**src/rtl/id_stage_pipe_if.sv**
```systemverilog
// ---------------------------------------------------------------------------
// id_stage_pipe_if
//   Bundle of every non-clock signal of the decode stage.
//   slave  : the decode stage itself (id_stage_pipe).
//   master : the surrounding pipeline (IF, register file, EX/MEM, EX input).
//
//   IF side     : in_valid, IR_in, PC_in -> stage ; stall_out <- stage
//   Reg file    : rd1_addr/rd2_addr <- stage ; rd1_data/rd2_data -> stage
//   Bypass taps : ex_wr_valid, ex_is_load, ex_wr_addr, ex_wr_data,
//                 mem_wr_valid, mem_wr_addr, mem_wr_data -> stage
//   EX side     : out_valid, IR_out, PC_out, X, Y, dest_addr, dest_we,
//                 halted <- stage ; stall_in, flush -> stage
//
// Handshake: an instruction transfers from IF into decode on a posedge
// where in_valid=1 and stall_out=0; while stall_out=1 IF must hold
// in_valid/IR_in/PC_in unchanged. The output register transfers to EX on a
// posedge where out_valid=1 and stall_in=0; while stall_in=1 the output
// register is frozen (flush excepted).
// ---------------------------------------------------------------------------
interface id_stage_pipe_if #(
    parameter int WIDTH        = 32,
    parameter int REG_ADDR_LEN = 5,
    parameter int PC_W         = WIDTH - 2
);
    logic                    in_valid;
    logic [WIDTH-1:0]        IR_in;
    logic [PC_W-1:0]         PC_in;
    logic                    stall_in;
    logic                    flush;
    logic [REG_ADDR_LEN-1:0] rd1_addr;
    logic [WIDTH-1:0]        rd1_data;
    logic [REG_ADDR_LEN-1:0] rd2_addr;
    logic [WIDTH-1:0]        rd2_data;
    logic                    ex_wr_valid;
    logic                    ex_is_load;
    logic [REG_ADDR_LEN-1:0] ex_wr_addr;
    logic [WIDTH-1:0]        ex_wr_data;
    logic                    mem_wr_valid;
    logic [REG_ADDR_LEN-1:0] mem_wr_addr;
    logic [WIDTH-1:0]        mem_wr_data;
    logic                    stall_out;
    logic                    out_valid;
    logic [WIDTH-1:0]        IR_out;
    logic [PC_W-1:0]         PC_out;
    logic [WIDTH-1:0]        X;
    logic [WIDTH-1:0]        Y;
    logic [REG_ADDR_LEN-1:0] dest_addr;
    logic                    dest_we;
    logic                    halted;

    modport master (
        output in_valid, IR_in, PC_in, stall_in, flush,
        output rd1_data, rd2_data,
        output ex_wr_valid, ex_is_load, ex_wr_addr, ex_wr_data,
        output mem_wr_valid, mem_wr_addr, mem_wr_data,
        input  rd1_addr, rd2_addr, stall_out,
        input  out_valid, IR_out, PC_out, X, Y, dest_addr, dest_we, halted
    );

    modport slave (
        input  in_valid, IR_in, PC_in, stall_in, flush,
        input  rd1_data, rd2_data,
        input  ex_wr_valid, ex_is_load, ex_wr_addr, ex_wr_data,
        input  mem_wr_valid, mem_wr_addr, mem_wr_data,
        output rd1_addr, rd2_addr, stall_out,
        output out_valid, IR_out, PC_out, X, Y, dest_addr, dest_we, halted
    );
endinterface

```
**src/rtl/id_stage_pipe.sv**
```systemverilog
// ---------------------------------------------------------------------------
// id_stage_pipe
//   Registered instruction-decode stage of the MyProc2 pipeline (IF -> ID ->
//   EX). Decodes IR_in, drives the two register-file read ports, resolves
//   operands X/Y, detects RAW hazards against the EX and MEM write-backs,
//   stalls IF and inserts bubbles, and hands X/Y/IR/PC to EX through one
//   clocked output register.
//
// Ports:
//   clk   - clock, all state updates on posedge
//   rst_n - asynchronous active-low reset
//   bus   - id_stage_pipe_if.slave, all pipeline signals (see interface)
//
// Configuration:
//   ID_FORWARD_EN - when defined, EX (non-load) and MEM results are bypassed
//                   into X/Y; only an EX load match stalls. When undefined,
//                   any EX/MEM match stalls and no bypass muxes exist.
//
// Instruction format: OpCode[31:26] Rd[25:21] Rs[20:16] Rt[15:11]
// Imm[15:0] Tgt[25:0]. Opcode values below follow the ISA.v classes;
// the NOP instruction word is all zeros.
// ---------------------------------------------------------------------------
module id_stage_pipe #(
    parameter int WIDTH        = 32,
    parameter int REG_ADDR_LEN = 5,
    parameter int PC_W         = WIDTH - 2
) (
    input  logic           clk,
    input  logic           rst_n,
    id_stage_pipe_if.slave bus
);

    localparam logic [5:0] OP_NOP  = 6'h00;
    localparam logic [5:0] OP_R    = 6'h01;
    localparam logic [5:0] OP_I    = 6'h02;
    localparam logic [5:0] OP_LW   = 6'h03;
    localparam logic [5:0] OP_LH   = 6'h04;
    localparam logic [5:0] OP_LD   = 6'h05;
    localparam logic [5:0] OP_SW   = 6'h06;
    localparam logic [5:0] OP_SH   = 6'h07;
    localparam logic [5:0] OP_SD   = 6'h08;
    localparam logic [5:0] OP_BR   = 6'h09;
    localparam logic [5:0] OP_J    = 6'h0A;
    localparam logic [5:0] OP_HALT = 6'h3F;

    localparam logic [WIDTH-1:0] NOP_IR = {OP_NOP, {(WIDTH-6){1'b0}}};

    // Output register
    logic                    r_out_valid;
    logic [WIDTH-1:0]        r_ir_out;
    logic [PC_W-1:0]         r_pc_out;
    logic [WIDTH-1:0]        r_x;
    logic [WIDTH-1:0]        r_y;
    logic [REG_ADDR_LEN-1:0] r_dest_addr;
    logic                    r_dest_we;
    logic                    r_halted;

    // Field split
    logic [5:0]              w_op;
    logic [REG_ADDR_LEN-1:0] w_rd;
    logic [REG_ADDR_LEN-1:0] w_rs;
    logic [REG_ADDR_LEN-1:0] w_rt;
    logic [15:0]             w_imm;
    logic [25:0]             w_tgt;

    assign w_op  = bus.IR_in[31:26];
    assign w_rd  = REG_ADDR_LEN'(bus.IR_in[25:21]);
    assign w_rs  = REG_ADDR_LEN'(bus.IR_in[20:16]);
    assign w_rt  = REG_ADDR_LEN'(bus.IR_in[15:11]);
    assign w_imm = bus.IR_in[15:0];
    assign w_tgt = bus.IR_in[25:0];

    // Opcode class decode
    logic                    w_use1;
    logic                    w_use2;
    logic [REG_ADDR_LEN-1:0] w_src1;
    logic [REG_ADDR_LEN-1:0] w_src2;
    logic                    w_writes;

    always_comb begin
        w_use1   = 1'b0;
        w_use2   = 1'b0;
        w_src1   = '0;
        w_src2   = '0;
        w_writes = 1'b0;
        case (w_op)
            OP_R: begin
                w_use1   = 1'b1;
                w_src1   = w_rs;
                w_use2   = 1'b1;
                w_src2   = w_rt;
                w_writes = 1'b1;
            end
            OP_I, OP_LW, OP_LH, OP_LD: begin
                w_use1   = 1'b1;
                w_src1   = w_rs;
                w_writes = 1'b1;
            end
            OP_BR: begin
                w_use1 = 1'b1;
                w_src1 = w_rd;
            end
            OP_SW, OP_SH, OP_SD: begin
                w_use1 = 1'b1;
                w_src1 = w_rd;
                w_use2 = 1'b1;
                w_src2 = w_rs;
            end
            default: begin
                // J_TYPE, NOP, HALT and unknown opcodes read nothing
            end
        endcase
    end

    // Unused ports carry address 0 because w_srcN defaults to 0
    assign bus.rd1_addr = w_src1;
    assign bus.rd2_addr = w_src2;

    // Producer matches; register 0 can never match because it is never written
    logic w_ex_m1, w_ex_m2, w_mem_m1, w_mem_m2;

    assign w_ex_m1  = w_use1 && (w_src1 != '0) && bus.ex_wr_valid  && (bus.ex_wr_addr  == w_src1);
    assign w_ex_m2  = w_use2 && (w_src2 != '0) && bus.ex_wr_valid  && (bus.ex_wr_addr  == w_src2);
    assign w_mem_m1 = w_use1 && (w_src1 != '0) && bus.mem_wr_valid && (bus.mem_wr_addr == w_src1);
    assign w_mem_m2 = w_use2 && (w_src2 != '0) && bus.mem_wr_valid && (bus.mem_wr_addr == w_src2);

    logic             w_hazard;
    logic [WIDTH-1:0] w_val1;
    logic [WIDTH-1:0] w_val2;

`ifdef ID_FORWARD_EN
    // A load in EX has no data yet, so only that case has to wait.
    // EX is younger than MEM, so its value wins when both match.
    assign w_hazard = bus.in_valid && bus.ex_is_load && (w_ex_m1 || w_ex_m2);
    assign w_val1   = (w_src1 == '0) ? '0 :
                      w_ex_m1        ? bus.ex_wr_data :
                      w_mem_m1       ? bus.mem_wr_data : bus.rd1_data;
    assign w_val2   = (w_src2 == '0) ? '0 :
                      w_ex_m2        ? bus.ex_wr_data :
                      w_mem_m2       ? bus.mem_wr_data : bus.rd2_data;
`else
    assign w_hazard = bus.in_valid && (w_ex_m1 || w_ex_m2 || w_mem_m1 || w_mem_m2);
    assign w_val1   = (w_src1 == '0) ? '0 : bus.rd1_data;
    assign w_val2   = (w_src2 == '0) ? '0 : bus.rd2_data;
`endif

    logic [WIDTH-1:0]        w_x;
    logic [WIDTH-1:0]        w_y;
    logic [REG_ADDR_LEN-1:0] w_dest_addr;
    logic                    w_dest_we;

    assign w_x         = w_use1 ? w_val1 : WIDTH'(w_tgt);
    assign w_y         = w_use2 ? w_val2 : {{(WIDTH-16){w_imm[15]}}, w_imm};
    assign w_dest_addr = w_writes ? w_rd : '0;
    assign w_dest_we   = w_writes && (w_rd != '0);

    // A HALT sitting in the output register blocks decode immediately so
    // nothing younger slips in behind it before halted is set.
    logic w_out_is_halt;
    assign w_out_is_halt = r_out_valid && (r_ir_out[31:26] == OP_HALT);

    assign bus.stall_out = r_halted || w_out_is_halt ||
                           (!bus.flush && (bus.stall_in || w_hazard));

    // w_load: output register updates this edge. w_take: it takes the
    // decoded instruction rather than a bubble. Once halted, the register
    // is forced to a bubble even under stall_in so out_valid stays low.
    logic w_load;
    logic w_take;

    assign w_load = bus.flush || r_halted || !bus.stall_in;
    assign w_take = !bus.flush && !r_halted && !bus.stall_in &&
                    !w_out_is_halt && !w_hazard && bus.in_valid;

    always_ff @(posedge clk or negedge rst_n) begin
        if (!rst_n) begin
            r_out_valid <= 1'b0;
            r_ir_out    <= NOP_IR;
            r_pc_out    <= '0;
            r_x         <= '0;
            r_y         <= '0;
            r_dest_addr <= '0;
            r_dest_we   <= 1'b0;
            r_halted    <= 1'b0;
        end else begin
            r_halted <= r_halted || w_out_is_halt;
            if (w_load) begin
                r_out_valid <= w_take;
                r_ir_out    <= w_take ? bus.IR_in : NOP_IR;
                r_pc_out    <= w_take ? bus.PC_in : '0;
                r_x         <= w_take ? w_x : '0;
                r_y         <= w_take ? w_y : '0;
                r_dest_addr <= w_take ? w_dest_addr : '0;
                r_dest_we   <= w_take && w_dest_we;
            end
        end
    end

    assign bus.out_valid = r_out_valid;
    assign bus.IR_out    = r_ir_out;
    assign bus.PC_out    = r_pc_out;
    assign bus.X         = r_x;
    assign bus.Y         = r_y;
    assign bus.dest_addr = r_dest_addr;
    assign bus.dest_we   = r_dest_we;
    assign bus.halted    = r_halted;

endmodule

```
**src/flat_wrapper.sv**
```systemverilog
// flat-port wrapper written by rule: the top's interface ports become plain ports
module id_stage_pipe_flat 
#(
    parameter int WIDTH        = 32,
    parameter int REG_ADDR_LEN = 5,
    parameter int PC_W         = WIDTH - 2
)
  (clk, rst_n, bus_in_valid, bus_IR_in, bus_PC_in, bus_stall_in, bus_flush, bus_rd1_data, bus_rd2_data, bus_ex_wr_valid, bus_ex_is_load, bus_ex_wr_addr, bus_ex_wr_data, bus_mem_wr_valid, bus_mem_wr_addr, bus_mem_wr_data, bus_rd1_addr, bus_rd2_addr, bus_stall_out, bus_out_valid, bus_IR_out, bus_PC_out, bus_X, bus_Y, bus_dest_addr, bus_dest_we, bus_halted);
  id_stage_pipe_if #(.WIDTH(WIDTH), .REG_ADDR_LEN(REG_ADDR_LEN), .PC_W(PC_W)) bus_i ();
  input  logic clk;
  input  logic rst_n;
  input wire logic [$bits(bus_i.in_valid)-1:0] bus_in_valid;
  input wire logic [$bits(bus_i.IR_in)-1:0] bus_IR_in;
  input wire logic [$bits(bus_i.PC_in)-1:0] bus_PC_in;
  input wire logic [$bits(bus_i.stall_in)-1:0] bus_stall_in;
  input wire logic [$bits(bus_i.flush)-1:0] bus_flush;
  input wire logic [$bits(bus_i.rd1_data)-1:0] bus_rd1_data;
  input wire logic [$bits(bus_i.rd2_data)-1:0] bus_rd2_data;
  input wire logic [$bits(bus_i.ex_wr_valid)-1:0] bus_ex_wr_valid;
  input wire logic [$bits(bus_i.ex_is_load)-1:0] bus_ex_is_load;
  input wire logic [$bits(bus_i.ex_wr_addr)-1:0] bus_ex_wr_addr;
  input wire logic [$bits(bus_i.ex_wr_data)-1:0] bus_ex_wr_data;
  input wire logic [$bits(bus_i.mem_wr_valid)-1:0] bus_mem_wr_valid;
  input wire logic [$bits(bus_i.mem_wr_addr)-1:0] bus_mem_wr_addr;
  input wire logic [$bits(bus_i.mem_wr_data)-1:0] bus_mem_wr_data;
  output wire logic [$bits(bus_i.rd1_addr)-1:0] bus_rd1_addr;
  output wire logic [$bits(bus_i.rd2_addr)-1:0] bus_rd2_addr;
  output wire logic [$bits(bus_i.stall_out)-1:0] bus_stall_out;
  output wire logic [$bits(bus_i.out_valid)-1:0] bus_out_valid;
  output wire logic [$bits(bus_i.IR_out)-1:0] bus_IR_out;
  output wire logic [$bits(bus_i.PC_out)-1:0] bus_PC_out;
  output wire logic [$bits(bus_i.X)-1:0] bus_X;
  output wire logic [$bits(bus_i.Y)-1:0] bus_Y;
  output wire logic [$bits(bus_i.dest_addr)-1:0] bus_dest_addr;
  output wire logic [$bits(bus_i.dest_we)-1:0] bus_dest_we;
  output wire logic [$bits(bus_i.halted)-1:0] bus_halted;
  assign bus_i.in_valid = bus_in_valid;
  assign bus_i.IR_in = bus_IR_in;
  assign bus_i.PC_in = bus_PC_in;
  assign bus_i.stall_in = bus_stall_in;
  assign bus_i.flush = bus_flush;
  assign bus_i.rd1_data = bus_rd1_data;
  assign bus_i.rd2_data = bus_rd2_data;
  assign bus_i.ex_wr_valid = bus_ex_wr_valid;
  assign bus_i.ex_is_load = bus_ex_is_load;
  assign bus_i.ex_wr_addr = bus_ex_wr_addr;
  assign bus_i.ex_wr_data = bus_ex_wr_data;
  assign bus_i.mem_wr_valid = bus_mem_wr_valid;
  assign bus_i.mem_wr_addr = bus_mem_wr_addr;
  assign bus_i.mem_wr_data = bus_mem_wr_data;
  assign bus_rd1_addr = bus_i.rd1_addr;
  assign bus_rd2_addr = bus_i.rd2_addr;
  assign bus_stall_out = bus_i.stall_out;
  assign bus_out_valid = bus_i.out_valid;
  assign bus_IR_out = bus_i.IR_out;
  assign bus_PC_out = bus_i.PC_out;
  assign bus_X = bus_i.X;
  assign bus_Y = bus_i.Y;
  assign bus_dest_addr = bus_i.dest_addr;
  assign bus_dest_we = bus_i.dest_we;
  assign bus_halted = bus_i.halted;
  id_stage_pipe #(.WIDTH(WIDTH), .REG_ADDR_LEN(REG_ADDR_LEN), .PC_W(PC_W)) u_core (.clk(clk), .rst_n(rst_n), .bus(bus_i));
endmodule
```
**config.mk**
```make
export PLATFORM = sky130hd
export DESIGN_NAME = id_stage_pipe_flat
export DESIGN_NICKNAME = d
export VERILOG_FILES = /design/src/rtl/id_stage_pipe_if.sv /design/src/rtl/id_stage_pipe.sv /design/src/flat_wrapper.sv
export SDC_FILE = /design/constraint.sdc
export NUM_CORES = 1
export LEC_CHECK = 0
export CORE_AREA = 2 2 137 139
export DETAILED_ROUTE_END_ITERATION = 16
export DIE_AREA = 0 0 139 141
export GPL_ROUTABILITY_DRIVEN = 0
export GPL_TIMING_DRIVEN = 0
export PLACE_DENSITY_LB_ADDON = 0.12
export SLEW_MARGIN = 10
export SYNTH_ARGS = -nofsm -noshare
export SYNTH_HDL_FRONTEND = slang
export SYNTH_SLANG_ARGS = --single-unit
```
**constraint.sdc**
```tcl
create_clock -name clk -period 5.2 [get_ports clk]
set_input_delay 1.04 -clock clk [delete_from_list [all_inputs] [get_ports clk]]
set_output_delay 1.04 -clock clk [all_outputs]
set_load 0.02 [all_outputs]
```
Yosys cells after proc, flatten, opt, wreduce, memory -nomap -nowiden
Index checks and enable logic that the tools add are counted.

Equal/unequal tests: 14. Muxes and demuxes: 15. Reduce and logical (&&, ||, !) cells: 43.

Operator list (count): 32-bit 2-to-1 mux (7); 30-bit 2-to-1 mux (1); 6-bit by 3-bit == test with 1-bit output, second input constant (4); 5-bit == test (4); 1-bit logical AND (20); 5-bit case mux with 2 select lines (2); 5-bit nonzero test (3); 6-bit by 2-bit == test with 1-bit output, second input constant (2); 6-bit by 4-bit == test with 1-bit output, second input constant (2); 5-bit logical NOT (2); 5-bit 2-to-1 mux (2); 9-bit OR reduction (1); 1-bit logical OR (8); 4-bit OR reduction (2); 6-bit by 1-bit == test with 1-bit output, second input constant (1); 6-bit == test, second input constant (1); 1-bit logical NOT (5); 5-bit OR reduction (1); 1-bit 2-to-1 mux (3); 3-bit OR reduction (1).

Flip-flop bits (word level): 134. Bits of input ports: 208. Output and inout bits: 145. Logic and storage cells: 80.

Logic depth before layout (Yosys ltp)
Gate-level depths: netlist of the first run.

Depth in word-level cells: 15. Mapped depth: 12. Depth with buffers taken out: 7.

Worst setup path after synthesis of the first run
Ideal clock, no wire load.

Path type: input to output. From: input bus_IR_in[29]. To: output bus_stall_out. Data arrival time: 3.484 ns. Required time: 4.160 ns. Slack: 0.676 ns. Cell stages on the path: 10. Path buffers: 3. Cells stage by stage: nor4b_2 > and2_1 > clkbuf_1 > a22o_1 > mux2i_1 > nor4_1 > or4_1 > buf_2 > buf_6 > a31o_2.

Word-level cells in the longest chain between the ends: 14. Elaborated cells on any way between the ends: 41. Those cells by class: eq/ne: 13; mux: 4; reduce/logical: 24.

RTL lines: from (decl) (line flat_wrapper.sv:13) `input wire logic [$bits(bus_i.IR_in)-1:0] bus_IR_in;`; 6-bit by 3-bit == test with 1-bit output or 6-bit by 4-bit == test with 1-bit output (tied branches) (line id_stage_pipe.sv:86) `case (w_op)`; 3-bit OR reduction (line id_stage_pipe.sv:86); 5-bit case mux with 2 select lines (*) (line id_stage_pipe.sv:86); named net bus_rd2_addr[4] (line flat_wrapper.sv:27) `output wire logic [$bits(bus_i.rd2_addr)-1:0] bus_rd2_addr;`; 5-bit nonzero test (line id_stage_pipe.sv:123, id_stage_pipe.sv:125); 1-bit logical AND (line id_stage_pipe.sv:123, id_stage_pipe.sv:125); 1-bit logical AND (2 in a row) (line id_stage_pipe.sv:123) `assign w_ex_m2 = w_use2 && (w_src2 != '0) && bus.ex_wr_valid && (bus.ex_wr_addr == w_src2);`; 1-bit logical OR (2 in a row) (line id_stage_pipe.sv:142) `assign w_hazard = bus.in_valid && (w_ex_m1 || w_ex_m2 || w_mem_m1 || w_mem_m2);`; 1-bit logical OR (*) (line id_stage_pipe.sv:142); 1-bit logical AND (*) (line id_stage_pipe.sv:142); 1-bit logical OR (*) (line id_stage_pipe.sv:163) `(!bus.flush && (bus.stall_in || w_hazard));`; 1-bit logical AND (*) (line id_stage_pipe.sv:163); 1-bit logical OR (*) (line id_stage_pipe.sv:162) `assign bus.stall_out = r_halted || w_out_is_halt ||`; to (decl) (line flat_wrapper.sv:28) `output wire logic [$bits(bus_i.stall_out)-1:0] bus_stall_out;`.

The timed path passes the listed nets; every way through them passes the cells marked *.

Final worst setup path of the first run
From: input bus_IR_in[26]. To: output bus_stall_out.

Word-level cells in the longest chain between the ends: 14. Elaborated cells on any way between the ends: 41. Those cells by class: eq/ne: 13; mux: 4; reduce/logical: 24.

RTL lines (line): 6-bit by 1-bit == test with 1-bit output, or another cell as far along (id_stage_pipe.sv:86); 5-bit OR reduction (no source line), or another cell as far along; 5-bit case mux with 2 select lines (id_stage_pipe.sv:86); 5-bit nonzero test (on tied branches); 1-bit logical AND (on tied branches); 1-bit logical AND (on tied branches) (2 in a row) (id_stage_pipe.sv:122, id_stage_pipe.sv:123); 1-bit logical OR (2 in a row) (id_stage_pipe.sv:142); 1-bit logical OR (*) (id_stage_pipe.sv:142); 1-bit logical AND (*) (id_stage_pipe.sv:142); 1-bit logical OR (*) (id_stage_pipe.sv:163); 1-bit logical AND (*) (id_stage_pipe.sv:163); 1-bit logical OR (*) (id_stage_pipe.sv:162).

Every way passes the cells marked *; elsewhere a longest branch is shown, timed or not.

==> parameters.txt, run 1 <==
Parameter                              Value

Outcome
  Run status    complete, no violations

GRT
  Total global-route track usage    25.30%
  Leftover overflow at the end of global routing    0
  Initial antenna violation count    1
  Wire length of the first global-routing pass    between 30000 and 40000 um
  Largest net degree at the start of global routing    around 100
  Vias in the first global route    between 6000 and 7000

Clock network
  Clock input transition at the sequential cells of the worst setup and hold paths    approximately 0.070 ns
  Count of hold-fix buffers inserted at cts    0
  H-Tree Level Count    4
  Count of clock tree sinks    approximately 130
  CTS root buffer    sky130_fd_sc_hd__clkbuf_16
  TritonCTS clock tree    done
  Buffer levels on the longest clock path    2
  Insertion delay to the later sink of the worst-skew pair    roughly 0.42 ns
  Number of buffers inserted during clock tree synthesis    17

Job
  Max-capacitance violation count    0

STA
  Pins Over Slew Limit    0
  Top achievable clock speed    around 0.2 GHz
  Max transition margin    about 14%
  Final Hold Vio Count    0
  Setup total negative slack    0 ns
  Total of endpoints with negative setup slack in the final report    0
  Transition time at the pin with the least slew margin    1.281 ns
  Minimum setup slack in the final design    approximately 0.083 ns
  Fin crit period    between 5 and 6 ns
  Final critical-path share of the clock period    between 90% and 100%
  Setup skew after layout    0.01189 ns

Power
  Leakage power total    between 4 and 5 nW
  Reported net switching power    about 0.76 mW
  Sequential fraction of design power    roughly two fifths
  Internal power of the cells    between 2 and 2.5 mW
  Combinational fraction of design power    between 10% and 20%
  VDD IR max    approximately 0.00022 V
  PD cells    262.5 nW/um2
  Switching Share    between 20% and 30%
  Overall power of the completed layout    2.780 mW
  Proportion of power drawn by the clock network    around 43%

Worst setup path
  Origin of the critical flop-to-flop path    u_core.bus.halted
  Worst setup path class    in2out
  R2R setup slack    roughly 2.3 ns
  Cell count of the worst reg-to-reg path    5
  CP arrival    a little over 4 ns
  Crit start category    input port
  Worst R2R End    u_core.bus.X[24]
  Worst path required time    between 4 and 5 ns
  Kind of end point of the critical path    primary output
  Largest fanout on the critical path    10

Routing
  Remaining routing DRC violations    0
  Post-DR vias/cell    5.311
  Post-detailed-route count of antenna-violating nets    0
  Detailed router's first-iteration violation count    ~440
  Wire length reported by the detailed router    24880 um
  TritonRoute pass-1 iters    4
  WL per Instance    19.76 um
  Overall via count from detail_route    6686

Yosys
  Number of synthesized flops with an enable pin    0
  Count of state elements after synthesis    134
  Post-Synthesis Cell Area    a little under 7000 um2
  Share of the yosys chip area belonging to registers    between 40% and 50%
  Most common flop cell mapped by yosys    sky130_fd_sc_hd__dfrtp_1
  Distinct cell type count of the synthesized netlist    47
  Yosys synthesis warning count    0
  Synth Net Count    approximately 910
  Share of flip-flops with an asynchronous set or reset    100.0%
  Number of instances in the synthesized netlist    ~700
  Syn Area/Cell    around 9.6 um2

Placement
  Half-perimeter wire length of the detailed placement result    approximately 18000 um
  Area after DPL    between 9000 and 10000 um2
  Post-place setup slack    -0.8297 ns
  Count of input and output buffers    285

Cells and area
  Number of nets in the finished design    between 1000 and 1500
  Commonest non-fill, non-tap cell in the layout    sky130_fd_sc_hd__clkdlybuf4s50_1
  Area overhead of the layout relative to synthesis    56.97%
  Final Instance Area    ~11000 um2
  Layout Utilization    57.97%
  Highest-count cells in the layout ignoring fill and taps    sky130_fd_sc_hd__clkdlybuf4s50_1 (269), sky130_fd_sc_hd__nand2_1 (192), sky130_fd_sc_hd__dfrtp_1 (134)
  Fraction of final layout cells with drive strength greater than 1    12.79%

Floorplan
  Die Y-Extent    approximately 140 um
  Die area    between 15000 and 20000 um2
  Core Box Area    approximately 18000 um2
  Die X    139 um
  Initial Util    between 30% and 40%
  Std-Cell Rows    50
  I/O Pins    353

Min path
  Hold Path Class    in2async
[registers in the layout (all words and copies together), names as in the netlist]
name and cells:
u_core.bus.IR_out 32, u_core.bus.X 32, u_core.bus.Y 32, u_core.bus.PC_out 30, u_core.bus.dest_addr 5, u_core.bus.dest_we 1, u_core.bus.halted 1, u_core.bus.out_valid 1
[final cells by class]
type	count	area, um2
Antenna cell	1	2.502
Buffer	60	296.5
Clock buffer	18	429.2
Clock inverter	14	151.4
Fill cell	1659	7677
Inverter	2	7.507
Multi-Input combinational cell	504	3148
Sequential cell	134	3353
Tap cell	234	292.8
Timing Repair Buffer	292	2909
[critical path, cell delays in order]
cell	delay (ns)
sky130_fd_sc_hd__dlygate4sd2_1	0.30
sky130_fd_sc_hd__nor4b_4	0.42
sky130_fd_sc_hd__buf_4	0.20
sky130_fd_sc_hd__o211ai_1	0.19
sky130_fd_sc_hd__and3_1	0.25
sky130_fd_sc_hd__o32ai_1	0.13
sky130_fd_sc_hd__nor4_1	0.09
sky130_fd_sc_hd__or4_1	0.51
sky130_fd_sc_hd__buf_4	0.19
sky130_fd_sc_hd__buf_6	0.17
sky130_fd_sc_hd__a31o_2	0.24
sky130_fd_sc_hd__dlygate4sd2_1	0.32
[synthesized netlist by cell type, drive strengths merged (4+ instances only)]
cell,n,area share (%)
a21oi,19,1.4
a22o,5,0.65
a22oi,41,4.6
and3,11,1.0
buf,10,1.5
clkbuf,53,2.9
dfrtp,134,50
nand2,192,11
nand3,16,1.2
nor2,4,0.22
nor3,4,0.30
nor4,4,0.37
o211a,7,1.0
o211ai,5,0.56
o21a,7,0.78
o21ai,76,5.6
o31ai,58,11
or2,9,0.83
or4,5,0.56
xor2,7,0.91
[worst max path at each step]
| stage | from | endpoint | slack [ns] | cells past startpoint |
|---|---|---|---|---|
| finish | bus_IR_in[26] | bus_stall_out | 0.08 | 12 |
| global route | bus_IR_in[26] | bus_stall_out | -0.01 | 12 |
| CTS | bus_IR_in[31] | bus_stall_out | 0.003 | 13 |
| detailed placement | bus_IR_in[28] | bus_stall_out | -0.83 | 12 |
| global placement | rst_n | u_core.bus.Y[18] | -2.61 | 1 |
| floorplan | bus_IR_in[29] | bus_stall_out | 0.68 | 10 |
[repair_timing]
item	4_1_cts	5_1_grt
buffers inserted	4	2
gates resized for setup	32	9
pin swaps	4	3
setup endpoints to repair	1	1
[through the flow]
stage,hold slack (ns),cells
after floorplan,0.5900,703
after global placement,0.4606,1222
after detailed placement,0.4690,1223
after CTS,0.4670,1257
after global routing,0.4739,1259
final,0.4723,1259
[power groups by stage]
| stage | registers, mW | clock network [mW] | logic, mW |
|---|---|---|---|
| after CTS | 1.10 | 1.21 | 0.484 |
| after floorplan | 1.17 | 0 | 0.142 |
| after detailed placement | 1.12 | 0 | 0.480 |
| after global placement | 1.12 | 0 | 0.474 |
| after global routing | 1.11 | 1.26 | 0.515 |
| final | 1.10 | 1.20 | 0.482 |
[logic make-up (layout without fill, tap and decap cells)]
family / count (synthesis) / after routing / share of synthesized area (%)
other: 0 / 1 / 0
AO/OA/AOI/OAI: 233 / 233 / 27.28
AND/OR/NAND/NOR: 262 / 262 / 17.27
flip-flops: 134 / 134 / 49.70
XOR/XNOR: 7 / 7 / 0.9088
multiplexers: 2 / 2 / 0.2967
buffers and inverters: 65 / 386 / 4.544
[routing by layer]
layer | vias up | wire length, um | track usage, %
li1 | 3135 | - | -
met1 | 3242 | 10720 | 33.63
met2 | 261 | 11980 | 40.91
met3 | 48 | 1438 | 4.755
met4 | 0 | 732 | 10.37
met5 | - | 0 | 0
Note: power is estimated with default switching activity, not from simulation.
==> inputs of run 2 (changes only) <==
--- a/config.mk
+++ b/config.mk
@@ -5,6 +5,7 @@
 export SDC_FILE = /design/constraint.sdc
 export NUM_CORES = 1
 export LEC_CHECK = 0
+export CAP_MARGIN = 10
 export CORE_AREA = 2 2 137 139
 export DETAILED_ROUTE_END_ITERATION = 16
 export DIE_AREA = 0 0 139 141
==> results of run 2 <==
Final layout, timing and power as in run 1 (identical DEF).
==> inputs of run 3 (changes only) <==
--- a/config.mk
+++ b/config.mk
@@ -12,7 +12,6 @@
 export GPL_ROUTABILITY_DRIVEN = 0
 export GPL_TIMING_DRIVEN = 0
 export PLACE_DENSITY_LB_ADDON = 0.12
-export SLEW_MARGIN = 10
 export SYNTH_ARGS = -nofsm -noshare
 export SYNTH_HDL_FRONTEND = slang
 export SYNTH_SLANG_ARGS = --single-unit
==> run 3 against run 2 <==
Critical path depth down 1. Final cell count about the same. Clock skew up 0.0020 ns. First-iteration DRC count down 17%. Worst hold slack better by 0.0014 ns. Setup slack worse by 0.0054 ns. Largest power group unchanged. Critical endpoint unchanged. Sequential share of layout area about the same. Non-clock buffer count down 1. Fmax down 0.11%. Highest routed layer unchanged. Design area about the same.
==> parameters.txt, run 3 (synthesis results as in run 1) <==
Parameter                              Value

Outcome
  Run status    complete, no violations

Placement
  Post-place setup slack    -0.8347 ns (-0.005025 ns)
  Count of input and output buffers    285 (unchanged)
  Half-perimeter wire length of the detailed placement result    18480 um (about the same)
  Number of placed instances with taps included    1223 (unchanged)

Worst setup path
  Worst path required time    4.16 ns (about the same)
  Kind of end point of the critical path    primary output
  Worst setup path class    in2out
  Crit start category    input port
  Largest fanout on the critical path    10 (unchanged)
  CP arrival    4.08 ns (about the same)

STA
  Fin crit period    5.122 ns (+0.005423 ns)
  RSZ-0062 raised after global routing    false
  Top achievable clock speed    0.1952 GHz (-0.11%)
  Final critical-path share of the clock period    98.50% (+0.10 points)
  Minimum setup slack in the final design    0.07782 ns (-0.005423 ns)
  Final Hold Vio Count    0 (unchanged)
  Transition time at the pin with the least slew margin    1.275 ns (-0.006489 ns)
  Pins Over Slew Limit    0 (unchanged)
  Total of endpoints with negative setup slack in the final report    0 (unchanged)
  WHS    0.4737 ns (+0.001424 ns)
  Setup skew after layout    0.01385 ns (+0.001960 ns)
  Max transition margin    14.85% (+0.43 points)

Cells and area
  Fraction of final layout cells with drive strength greater than 1    12.81% (about the same)
  Area overhead of the layout relative to synthesis    56.94% (about the same)
  Number of nets in the finished design    1218 (-0.082%)
  Highest-count cells in the layout ignoring fill and taps    sky130_fd_sc_hd__clkdlybuf4s50_1 (270), sky130_fd_sc_hd__nand2_1 (192), sky130_fd_sc_hd__dfrtp_1 (134)
  Fill cell instance count of the final layout    1648 (-0.66%)
  Commonest non-fill, non-tap cell in the layout    sky130_fd_sc_hd__clkdlybuf4s50_1
  Final std cells w/o fill    1258 (-0.079%)

Power
  Leakage power total    4.439 nW (-0.16%)
  VDD IR max    0.0002122 V (-1.9%)
  PD cells    262.2 nW/um2 (-0.11%)
  Overall power of the completed layout    2.776 mW (-0.14%)

Floorplan
  Die area    19600 um2 (unchanged)
  Core Box Area    18270 um2 (unchanged)
  Std-Cell Rows    50 (unchanged)
  Initial Util    36.93% (unchanged)
  Die X    139 um (unchanged)
  Die Y-Extent    141 um (unchanged)
  I/O Pins    353 (unchanged)

Routing
  Overall via count from detail_route    6646 (-0.60%)
  Wire length reported by the detailed router    24650 um (-0.92%)
  Detailed router's first-iteration violation count    367 (-17%)
  Remaining routing DRC violations    0 (unchanged)
  TritonRoute pass-1 iters    4 (unchanged)
  Post-detailed-route count of antenna-violating nets    0 (unchanged)
  WL per Instance    19.59 um (-0.84%)
  Post-DR vias/cell    5.283 (-0.52%)

Clock network
  Count of clock tree sinks    134 (unchanged)
  Insertion delay to the later sink of the worst-skew pair    0.42 ns (about the same)
  TritonCTS clock tree    done
  H-Tree Level Count    4 (unchanged)
  Count of hold-fix buffers inserted at cts    0 (unchanged)
  Buffer levels on the longest clock path    2 (unchanged)
  Number of buffers inserted during clock tree synthesis    17 (unchanged)
  CTS root buffer    sky130_fd_sc_hd__clkbuf_16
  Clock input transition at the sequential cells of the worst setup and hold paths    0.06 ns (about the same)

GRT
  Total global-route track usage    24.98% (-0.32 points)
  Met2 track utilization from global routing    41.53% (+0.62 points)
  Met1 capacity usage during global routing    32.38% (-1.2 points)
  Initial antenna violation count    1 (unchanged)
  Largest net degree at the start of global routing    71 (-31%)
  Vias in the first global route    6619 (+0.076%)
  Leftover overflow at the end of global routing    0 (unchanged)
  Most heavily used metal layer in global routing    met2
  Wire length of the first global-routing pass    38030 um (-1.3%)
  GR Util met3    4.620% (-0.14 points)

Job
  Max-capacitance violation count    0 (unchanged)

Min path
  Hold Path Class    reg2reg
-- run 3: metal layers --
metal | up-vias | part of all wire [%]
li1 | 3144 | -
met1 | 3207 | 43
met2 | 255 | 49
met3 | 40 | 6.1
met4 | 0 | 2.3
met5 | - | 0
-- run 3: final timing paths --
kind                                        from                     to  slack [ns]  cells past startpoint
max reg2reg                    u_core.bus.halted        u_core.bus.Y[0]        2.40                      5
max in group asynchronous                  rst_n        u_core.bus.Y[7]        3.80                      2
max                                bus_IR_in[23]          bus_stall_out        0.08                     11
min                        u_core.bus.PC_out[17]  u_core.bus.PC_out[17]        0.47                      2
min in group asynchronous                  rst_n   u_core.bus.PC_out[0]        0.59                      1
min reg2reg                u_core.bus.PC_out[17]  u_core.bus.PC_out[17]        0.47                      2
-- run 3: cell type report --
class                           count  area, um2  share of cell area [%]
Clock buffer                       18      429.2                   4.053
Antenna cell                        1      2.502                 0.02363
Sequential cell                   134       3353                   31.67
Buffer                             60      296.5                   2.801
Multi-Input combinational cell    504       3153                   29.78
Clock inverter                     14      153.9                   1.454
Tap cell                          234      292.8                   2.765
Timing Repair Buffer              291       2899                   27.38
Inverter                            2      7.507                 0.07090
-- run 3: worst max-delay path, stage by stage --
cell	delay [ns]
sky130_fd_sc_hd__dlygate4sd2_1	0.33
sky130_fd_sc_hd__or4_4	0.55
sky130_fd_sc_hd__or2_1	0.26
sky130_fd_sc_hd__a22o_4	0.30
sky130_fd_sc_hd__o211ai_1	0.11
sky130_fd_sc_hd__nor4_1	0.07
sky130_fd_sc_hd__or4_1	0.49
sky130_fd_sc_hd__buf_4	0.19
sky130_fd_sc_hd__buf_6	0.18
sky130_fd_sc_hd__a31o_2	0.24
sky130_fd_sc_hd__dlygate4sd2_1	0.32
-- run 3: power by group --
part | switching [mW] | internal, mW | total (mW)
clock network | 0.483 | 0.710 | 1.19
registers | 0.0213 | 1.08 | 1.10
logic | 0.255 | 0.225 | 0.480
-- run 3: timing repair --
item,in CTS,in global routing
resized for setup,32,8
pin swaps,4,3
setup endpoints to repair,1,1
buffers inserted,5,0
hold endpoints to repair,0,0
-- run 3: through the flow --
step	cell area, um2	utilization [%]	setup TNS [ns]
2_1_floorplan	6746	-	0
3_3_place_gp	9892	54.15	-349.61
3_5_place_dp	9921	54.31	-0.8347
4_1_cts	10590	57.97	0
5_1_grt	10590	57.96	0
6_report	10590	57.96	0
